===== src/rtl/yamali_baslangic_bellegi_pkg.sv =====
// Shared definitions for the patchable boot ROM: image contents, NOP word,
// patch-slot layout and the patch-table lock states.
package baslangic_paketi;

   localparam int ROM_VERI_W    = 32;
   localparam int ROM_DERINLIK  = 64;
   localparam int YAMA_INDEKS_W = $clog2(ROM_DERINLIK);

   // Returned for every error access and used to fill unused image words.
   localparam logic [ROM_VERI_W-1:0] NOP = 32'h0000_0013;

   typedef logic [ROM_VERI_W-1:0] rom_imaj_t [ROM_DERINLIK];

   // Boot stub: set up a trap vector and a stack pointer, then spin.
   localparam rom_imaj_t ROM_IMAJ = '{
      0:       32'h0000_0297,  // auipc t0, 0
      1:       32'h0202_8293,  // addi  t0, t0, 32
      2:       32'h3052_9073,  // csrw  mtvec, t0
      3:       32'h0000_1137,  // lui   sp, 1
      4:       32'h0000_006f,  // j     .
      default: NOP
   };

   typedef struct packed {
      logic                     gecerli;
      logic [YAMA_INDEKS_W-1:0] indeks;
      logic [ROM_VERI_W-1:0]    veri;
   } yama_slot_t;

   typedef enum logic {ACIK, KILITLI} kilit_e;

   // Image lookup that yields NOP for indices beyond the stored image.
   function automatic logic [ROM_VERI_W-1:0] rom_oku(input int unsigned i);
      return (i < ROM_DERINLIK) ? ROM_IMAJ[i[YAMA_INDEKS_W-1:0]] : NOP;
   endfunction

endpackage


===== src/rtl/yamali_baslangic_bellegi_yama_tablosu.sv =====
// Patch table: a few {valid, index, word} slots written by the management
// side until locked; lookup is combinational with lowest slot winning.
module yama_tablosu
   import baslangic_paketi::*;
#(
   parameter int VERI_W      = ROM_VERI_W,
   parameter int IDX_W       = YAMA_INDEKS_W,
   parameter int YAMA_SAYISI = 4,
   parameter int SEC_W       = 2
) (
   input  logic              clk_g,
   input  logic              rst_g,
   input  logic              yaz_g,
   input  logic [SEC_W-1:0]  sec_g,
   input  logic [IDX_W-1:0]  yaz_idx_g,
   input  logic [VERI_W-1:0] yaz_veri_g,
   input  logic              kilit_g,
   input  logic [IDX_W-1:0]  oku_idx_g,
   output logic              isabet_c,
   output logic [VERI_W-1:0] veri_c,
   output logic              red_c
);

   kilit_e     durum_q, durum_d;
   yama_slot_t slot_q [YAMA_SAYISI];
   logic       yaz_izin;
   logic       red_q;

   assign yaz_izin = yaz_g && (durum_q == ACIK) && (int'(sec_g) < YAMA_SAYISI);
   assign red_c    = red_q;

   // Lock state register.
   always_ff @(posedge clk_g) begin
      if (rst_g) durum_q <= ACIK;
      else       durum_q <= durum_d;
   end

   // Lock is sticky: once closed only reset reopens the table.
   always_comb begin
      durum_d = durum_q;
      case (durum_q)
         ACIK:    if (kilit_g) durum_d = KILITLI;
         KILITLI: durum_d = KILITLI;
      endcase
   end

   // A refused write (locked or bad slot) is reported one cycle later.
   always_ff @(posedge clk_g) begin
      if (rst_g) red_q <= 1'b0;
      else       red_q <= yaz_g && !yaz_izin;
   end

   // Slot storage; reads this cycle still see the old contents.
   always_ff @(posedge clk_g) begin
      if (rst_g) begin
         for (int i = 0; i < YAMA_SAYISI; i++) slot_q[i] <= '0;
      end else begin
         for (int i = 0; i < YAMA_SAYISI; i++)
            if (yaz_izin && int'(sec_g) == i)
               slot_q[i] <= '{gecerli: 1'b1,
                              indeks:  YAMA_INDEKS_W'(yaz_idx_g),
                              veri:    ROM_VERI_W'(yaz_veri_g)};
      end
   end

   // Priority match: scan high to low so the lowest matching slot is last to win.
   always_comb begin
      isabet_c = 1'b0;
      veri_c   = '0;
      for (int i = YAMA_SAYISI - 1; i >= 0; i--)
         if (slot_q[i].gecerli && (IDX_W'(slot_q[i].indeks) == oku_idx_g)) begin
            isabet_c = 1'b1;
            veri_c   = VERI_W'(slot_q[i].veri);
         end
   end

endmodule


===== src/rtl/yamali_baslangic_bellegi.sv =====
// Patchable boot ROM: byte address -> word index with range/alignment check,
// patch override, and a 1- or 2-stage stallable read pipeline.
module yamali_baslangic_bellegi
   import baslangic_paketi::*;
#(
   parameter int VERI_W      = ROM_VERI_W,
   parameter int DERINLIK    = ROM_DERINLIK,
   parameter int ADRES_W     = 32,
   parameter int YAMA_SAYISI = 4,
   parameter int BEKLEME     = 1
) (
   input  logic                 clk_g,
   input  logic                 rst_g,
   input  logic                 istek_g,
   input  logic [ADRES_W-1:0]   adres_g,
   input  logic                 durdur_g,
   output logic                 hazir_c,
   output logic [VERI_W-1:0]    buyruk_c,
   output logic                 gecerli_c,
   output logic                 hata_c,
   input  logic                 yama_yaz_g,
   input  logic [((YAMA_SAYISI > 1) ? $clog2(YAMA_SAYISI) : 1)-1:0] yama_sec_g,
   input  logic [$clog2(DERINLIK)-1:0] yama_adres_g,
   input  logic [VERI_W-1:0]    yama_veri_g,
   input  logic                 yama_kilit_g,
   output logic                 yama_hata_c
);

   localparam int IDX_W = $clog2(DERINLIK);
   localparam int SEC_W = (YAMA_SAYISI > 1) ? $clog2(YAMA_SAYISI) : 1;
   // Full-width bound so high address bits can never alias into range.
   localparam logic [ADRES_W-3:0] SINIR = (ADRES_W-2)'(DERINLIK);

   logic               kabul;
   logic [ADRES_W-3:0] kelime;
   logic               giris_hata;
   logic [IDX_W-1:0]   giris_idx;
   logic               yama_isabet;
   logic [VERI_W-1:0]  yama_veri;

   // Source of the output stage (input side or stage 1, depending on latency).
   logic               k_vld, k_hata, k_yama;
   logic [IDX_W-1:0]   k_idx;
   logic [VERI_W-1:0]  k_yveri;

   logic [VERI_W-1:0]  buyruk_d, buyruk_q;
   logic               gecerli_q, hata_q;

   assign hazir_c    = !durdur_g;
   assign kabul      = istek_g && !durdur_g;
   assign kelime     = adres_g[ADRES_W-1:2];
   assign giris_hata = (adres_g[1:0] != 2'b00) || (kelime >= SINIR);
   assign giris_idx  = kelime[IDX_W-1:0];

   yama_tablosu #(
      .VERI_W(VERI_W), .IDX_W(IDX_W), .YAMA_SAYISI(YAMA_SAYISI), .SEC_W(SEC_W)
   ) u_yama (
      .clk_g      (clk_g),
      .rst_g      (rst_g),
      .yaz_g      (yama_yaz_g),
      .sec_g      (yama_sec_g),
      .yaz_idx_g  (yama_adres_g),
      .yaz_veri_g (yama_veri_g),
      .kilit_g    (yama_kilit_g),
      .oku_idx_g  (giris_idx),
      .isabet_c   (yama_isabet),
      .veri_c     (yama_veri),
      .red_c      (yama_hata_c)
   );

   if (BEKLEME == 2) begin : g_iki
      logic              s1_vld_q, s1_hata_q, s1_yama_q;
      logic [IDX_W-1:0]  s1_idx_q;
      logic [VERI_W-1:0] s1_yveri_q;

      // Stage 1: index, error flag and the patch result seen at acceptance.
      always_ff @(posedge clk_g) begin
         if (rst_g) begin
            s1_vld_q   <= 1'b0;
            s1_hata_q  <= 1'b0;
            s1_yama_q  <= 1'b0;
            s1_idx_q   <= '0;
            s1_yveri_q <= '0;
         end else if (!durdur_g) begin
            s1_vld_q   <= kabul;
            s1_hata_q  <= giris_hata;
            s1_yama_q  <= yama_isabet && !giris_hata;
            s1_idx_q   <= giris_idx;
            s1_yveri_q <= yama_veri;
         end
      end

      assign k_vld   = s1_vld_q;
      assign k_hata  = s1_hata_q;
      assign k_yama  = s1_yama_q;
      assign k_idx   = s1_idx_q;
      assign k_yveri = s1_yveri_q;
   end else begin : g_bir
      assign k_vld   = kabul;
      assign k_hata  = giris_hata;
      assign k_yama  = yama_isabet && !giris_hata;
      assign k_idx   = giris_idx;
      assign k_yveri = yama_veri;
   end

   // Word selection: error gives NOP, otherwise a patch overrides the image.
   always_comb begin
      buyruk_d = VERI_W'(rom_oku(32'(k_idx)));
      if (k_hata)      buyruk_d = VERI_W'(NOP);
      else if (k_yama) buyruk_d = k_yveri;
   end

   // Output stage: frozen on stall; a bubble drops valid but keeps the word.
   always_ff @(posedge clk_g) begin
      if (rst_g) begin
         gecerli_q <= 1'b0;
         hata_q    <= 1'b0;
         buyruk_q  <= VERI_W'(rom_oku(0));
      end else if (!durdur_g) begin
         gecerli_q <= k_vld;
         if (k_vld) begin
            buyruk_q <= buyruk_d;
            hata_q   <= k_hata;
         end
      end
   end

   assign buyruk_c  = buyruk_q;
   assign gecerli_c = gecerli_q;
   assign hata_c    = hata_q;

endmodule


===== config.mk =====
export PLATFORM = sky130hd
export DESIGN_NAME = yamali_baslangic_bellegi
export DESIGN_NICKNAME = d
export VERILOG_FILES = /design/src/rtl/yamali_baslangic_bellegi_pkg.sv /design/src/rtl/yamali_baslangic_bellegi_yama_tablosu.sv /design/src/rtl/yamali_baslangic_bellegi.sv
export SDC_FILE = /design/constraint.sdc
export NUM_CORES = 1
export LEC_CHECK = 0
export CORE_ASPECT_RATIO = 0.7
export CORE_MARGIN = 10
export CORE_UTILIZATION = 30
export DETAILED_ROUTE_END_ITERATION = 7
export GPL_ROUTABILITY_DRIVEN = 0
export PLACE_DENSITY = 0.57
export SYNTH_ARGS = -nofsm -noshare
export SYNTH_HDL_FRONTEND = slang
export SYNTH_HIERARCHICAL = 1
export SYNTH_SLANG_ARGS = --single-unit

===== constraint.sdc =====
create_clock -name clk_g -period 3.48 [get_ports clk_g]
set_input_delay 0.348 -clock clk_g [delete_from_list [all_inputs] [get_ports clk_g]]
set_output_delay 0.348 -clock clk_g [all_outputs]
set_load 0.005 [all_outputs]

Word-level counts from Yosys, hierarchy flattened
Memories as Yosys holds them, arrays and structs flattened.
Cells that the tools add are included.
W data, S select, Z words.
{"block": "totals", "mem_bits_rw": 156, "mem_count": 2, "register_bits": 36, "inputBits": 78, "rom_bits": 2048}
{"name": "(name not given)", "words": 64, "width": 32, "rd": 1, "rd_ports_with_merged_regs": 0, "write_ports": 0, "line": "yamali_baslangic_bellegi_pkg.sv:34", "text": "return (i < ROM_DERINLIK) ? ROM_IMAJ[i[YAMA_INDEKS_W-1:0]] : NOP;"}
{"name": "u_yama.slot_q", "words": 4, "width": 39, "rd": 4, "rd_ports_with_merged_regs": 0, "write_ports": 4, "line": "yamali_baslangic_bellegi_yama_tablosu.sv:25", "text": "yama_slot_t slot_q [YAMA_SAYISI];"}
{"block": "classes", "reduce_logical": 19, "n_bitwise": 7, "eq_ne": 7, "mux": 32, "magnitude_cmp": 2}
{"operator": "$mux W32", "count": 8}
{"operator": "$mux W39", "count": 4}
{"operator": "$ge A30 B7 Y1 const B", "count": 1}
{"operator": "$eq A6 B6 Y1", "count": 4}
{"operator": "$mux W1", "count": 19}
{"operator": "$logic_and A1 B1 Y1", "count": 12}
{"operator": "$ge A7 B7 Y1 const B", "count": 1}
{"operator": "$not A6 Y7", "count": 1}
{"operator": "$eq A2 B2 Y1 const B", "count": 2}
{"operator": "$or A1 B1 Y1", "count": 4}
{"operator": "$logic_not A1 Y1", "count": 3}
{"operator": "$eq A2 B1 Y1 const B", "count": 1}
{"operator": "$logic_not A2 Y1", "count": 1}
{"operator": "$not A1 Y1", "count": 2}
{"operator": "$pmux W1 S2", "count": 1}
{"operator": "$reduce_and A2 Y1", "count": 1}
{"operator": "$reduce_bool A2 Y1", "count": 1}
{"operator": "$logic_or A1 B1 Y1", "count": 1}

Longest topological paths before layout
{"block": "logic_depth", "word_depth": 9, "ltp_mapped": 12}

Modules after synthesis
Netlist, hierarchy kept.
{"mod": "yama_tablosu", "cells_each": 541, "area_each_um2": 7229.4, "seq_area_each_um2": 4694.5, "instances": 1}
{"mod": "yamali_baslangic_bellegi", "cells_each": 191, "area_each_um2": 1695.4, "seq_area_each_um2": 680.7, "instances": 1}

Worst setup path before layout
OpenSTA, ideal clock, no wires.
{"block": "synth_path", "path_kind": "reg2reg", "from": "memory u_yama/slot_q[2][34] (netlist name)", "to": "register buyruk_q[31], in the netlist buyruk_c[31]", "setup_time_ns": 0.069, "arrival_time_ns": 2.412, "required_ns": 3.411, "path_slack_ns": 1.000, "stages_incl_launch_ff": 12, "path_cell_list": "edfxtp_1 -> xor2_1 -> nor3_2 -> and3_1 -> buf_6 -> or4_4 -> clkbuf_1 -> inv_1 -> or4_1 -> buf_2 -> buf_6 -> o21ai_1"}
{"element": "start: declaration", "line": "yamali_baslangic_bellegi_yama_tablosu.sv:25"}
{"element": "end signal: assignment", "line": "yamali_baslangic_bellegi.sv:118", "text": "buyruk_q <= VERI_W'(rom_oku(0));"}
{"element": "end signal: assignment", "line": "yamali_baslangic_bellegi.sv:122", "text": "buyruk_q <= buyruk_d;"}
{"element": "end: declaration", "line": "yamali_baslangic_bellegi.sv:46", "text": "logic [VERI_W-1:0] buyruk_d, buyruk_q;"}

Worst setup path in the final report
{"block": "layout_path", "from": "input port adres_g[3]", "to": "register buyruk_q[1], in the netlist buyruk_c[1]"}
{"block": "layout_via", "elab_chain_cells": 9, "elab_cells_between_ends": 26}
{"element": "start: declaration", "line": "yamali_baslangic_bellegi.sv:15", "text": "input logic [ADRES_W-1:0] adres_g,"}
{"element": "$eq A6 B6 Y1", "line": "yamali_baslangic_bellegi_yama_tablosu.sv:71", "text": "if (slot_q[i].gecerli && (IDX_W'(slot_q[i].indeks) == oku_idx_g)) begin"}
{"element": "$logic_and A1 B1 Y1", "line": "yamali_baslangic_bellegi_yama_tablosu.sv:71"}
{"element": "$mux W1 (3 in series)", "line": "yamali_baslangic_bellegi_yama_tablosu.sv:71"}
{"element": "$mux W1 *", "line": "yamali_baslangic_bellegi_yama_tablosu.sv:71"}
{"element": "net yama_isabet", "line": "yamali_baslangic_bellegi.sv:38", "text": "logic yama_isabet;"}
{"element": "$logic_and A1 B1 Y1 *", "line": "yamali_baslangic_bellegi.sv:101", "text": "assign k_yama = yama_isabet && !giris_hata;"}
{"element": "$mux W32 *", "line": "yamali_baslangic_bellegi.sv:110", "text": "else if (k_yama) buyruk_d = k_yveri;"}
{"element": "$mux W32 *", "line": "yamali_baslangic_bellegi.sv:109", "text": "if (k_hata) buyruk_d = VERI_W'(NOP);"}
Mark *: on every way through the listed nets, which the timed path passes. The rest lies on a longest branch. The select of a mux whose other input is x is not followed.
A chain may end at the register's enable or synchronous reset.

==> summary.txt <==
Power and ir drop
  – Sw Pwr: approximately 1.1 mW
  – Leakage: ~3.9 nW
  – Logic gate share of total power: 0.070
  – IR drop worst, VDD: 0.0003995 V
  – Int Power: 3.752 mW
  – Clock power share: 0.393
  – Reg power frac: 0.537
  – Pwr dens: 440.7 nW/um^2
  – Overall Power: 4.867 mW
  – Sw frac: 0.2290

Finish
  – Layout Area Growth over Synthesis: 23.72%
  – Final-layout fill cell count: 2,808
  – Post-layout util: 0.3797
  – Layout Cells excl Fill: 1,226
  – Net count, final: 916
  – Post-route cell area: between 10,000 and 15,000 um^2
  – Layout cells sized above 1: 0.1251

STA
  – Hold_ws: 0.1422 ns
  – Worst Skew: 0.01324 ns
  – Tightest Pin Transition: around 0.82 ns
  – Setup violators final: 0
  – Max_slew headroom: 0.4487
  – Minimum clock period: 2.807 ns
  – Fmax: 0.3563 GHz
  – Setup slack after layout: about 0.67 ns
  – Period utilisation layout: 0.8065
  – Final Hold Viols: 0
  – RSZ-0062 raised after global routing: no
  – Max-slew violations: 0
  – Setup TNS Final: 0 ns

Status
  – Status: completed

Detailed routing
  – Detail Route Antenna Nets: 0
  – Post-route DRC violation count: 0
  – DR WL/cell: 21.46 um
  – TritonRoute pass-1 iters: 5
  – DR iter-0 viols: roughly 480
  – Final WL: 26.31 mm
  – Via density: approximately 5
  – Via Count: 6,077

Hold path
  – Hold WC Path Type: in2reg

Global routing
  – Largest net degree at the start of global routing: roughly 60
  – First-pass GRT wire length: 39.54 mm
  – Vias in the first global route: 6,159
  – GRT Total Usage: 0.1424
  – Initial antenna violation count: 1
  – GRT overflow: 0

CTS
  – CTS tree: done
  – Num CTS Buffers: 17
  – Post-cts sizing count: 0
  – Hold_buf cts: 0
  – Worst-Skew Late Latency: 0.44 ns
  – Sink Count: 192
  – H-tree depth: 4
  – Post-CTS Setup Inserts: 0
  – Max clock buf depth: 2
  – Reg clk slew, reported paths: 0.07 ns
  – Clock root buffer: clkbuf_16

Synth
  – Ys async rst share: 0
  – Avg Inst Size Synth: 12.19 um^2
  – Cell with the most instances after synthesis: edfxtp_1
  – Syn. warnings: 6
  – Synth area leaders: edfxtp_1 (51%), and2_1 (11%), dfxtp_1 (8.7%)
  – Syn Nets: 814
  – Dominant synthesized flop cell: edfxtp_1
  – Top cell type's share of synthesized area: 0.5148
  – Cells after Synth: around 730
  – Unique masters post-synth: 49
  – Post-synth EDFFs: 153
  – Area leader, netlist: edfxtp_1
  – Yosys reg bits: 192
  – Post-synthesis sequential area ratio: 0.6023
  – Commonest cells post-synth: edfxtp_1 (153), and2_1 (152), o21ai_1 (45)
  – Cell area after synthesis: 8925 um^2

Setup path
  – CP startpoint kind: primary input
  – WP data required: around 3.8 ns
  – Crit. End Element: register
  – Crit Path Max Fanout: 17
  – Arr. time, crit path: 3.14 ns
  – Critical path class: in2reg

Die
  – Initial Util: 0.3069
  – Die width: 226.2 um
  – Die Height: about 160 um
  – Row Count: 52
  – Die area: 37,160 um^2
  – Core ar.: between 20,000 and 30,000 um^2
  – Io pins: roughly 110

Place
  – HPWL Detailed: 16.63 mm
  – Placed Cells incl. Taps: about 1,200
  – Post-DP Area: between 10,000 and 15,000 um^2
  – Pre-CTS setup slack: 0.2221 ns
  – Port Buffers: about 110

Job
  – Maximum Capacitance Violations: 0
==> cell families after synthesis <==
kind of cell / count (synthesis) / share of synthesized area
adder cells (fa/ha/maj): 4 / 0.005608
AO/OA/AOI/OAI: 152 / 0.1347
flip-flops: 192 / 0.6023
buffers and inverters: 64 / 0.03673
AND/OR/NAND/NOR: 295 / 0.1960
multiplexers: 1 / 0.001122
XOR/XNOR: 24 / 0.02355
==> layer usage <==
layer	GRT usage	vias up	wire length [um]
met3	0.03689	16	1758
met1	0.1962	2986	12560
met2	0.2199	193	11790
li1	-	2882	-
met4	0.03223	0	194
met5	0	-	0
==> path summary, 6_finish.rpt <==
check | start | to | slack [ns] | cells after the start
worst min-delay path | rst_g | u_yama/durum_q | 0.14 | 2
worst max register to register | u_yama/slot_q[2][33] | buyruk_c[1] | 0.76 | 7
worst min register to register | gecerli_c | gecerli_c | 0.46 | 2
worst max-delay path | adres_g[3] | buyruk_c[1] | 0.67 | 8
==> flip-flops by register name, indices dropped and copies added (netlist names) <==
register / flops
gecerli_c: 1
buyruk_c: 32
u_yama/red_c: 1
hata_c: 1
u_yama/slot_q: 156
u_yama/durum_q: 1
==> power by group through the flow <==
stage	combinational, mW	sequential, mW	clock [mW]
2_1_floorplan	0.145	2.65	0
3_3_place_gp	0.339	2.66	0
4_1_cts	0.344	2.61	1.95
3_5_place_dp	0.343	2.66	0
5_1_grt	0.370	2.62	2.04
6_report	0.341	2.61	1.91
==> cell type report <==
type | count | area (um^2) | area share
inverter | 7 | 26.28 | 0.002380
multi-input combinational | 476 | 3256 | 0.2948
tap | 378 | 473.0 | 0.04283
clock buffer | 22 | 496.7 | 0.04499
sequential | 192 | 5375 | 0.4868
antenna | 1 | 2.502 | 0.0002266
clock inverter | 10 | 71.32 | 0.006459
timing repair buffer | 140 | 1341 | 0.1215
==> layout by cell type (no fill, tap or decap), types with 23 or more instances in the layout <==
cell	netlist	routed
clkdlybuf4s50_1	0	112
nor2_1	24	23
and2_1	152	152
a221oi_2	30	30
edfxtp_1	153	153
o21ai_0	36	36
buf_4	1	26
o21ai_1	45	45
dfxtp_1	39	39
nand3b_1	37	37
nand2_1	42	42
==> worst max-delay path: stages <==
cell	delay (ns)
clkdlybuf4s50_1	0.53
xor2_1	0.21
nor3_2	0.30
and3_2	0.26
or4_4	0.26
inv_1	0.08
or4_1	0.86
o32a_1	0.27
No activity file was read; power rests on OpenSTA's default activity.
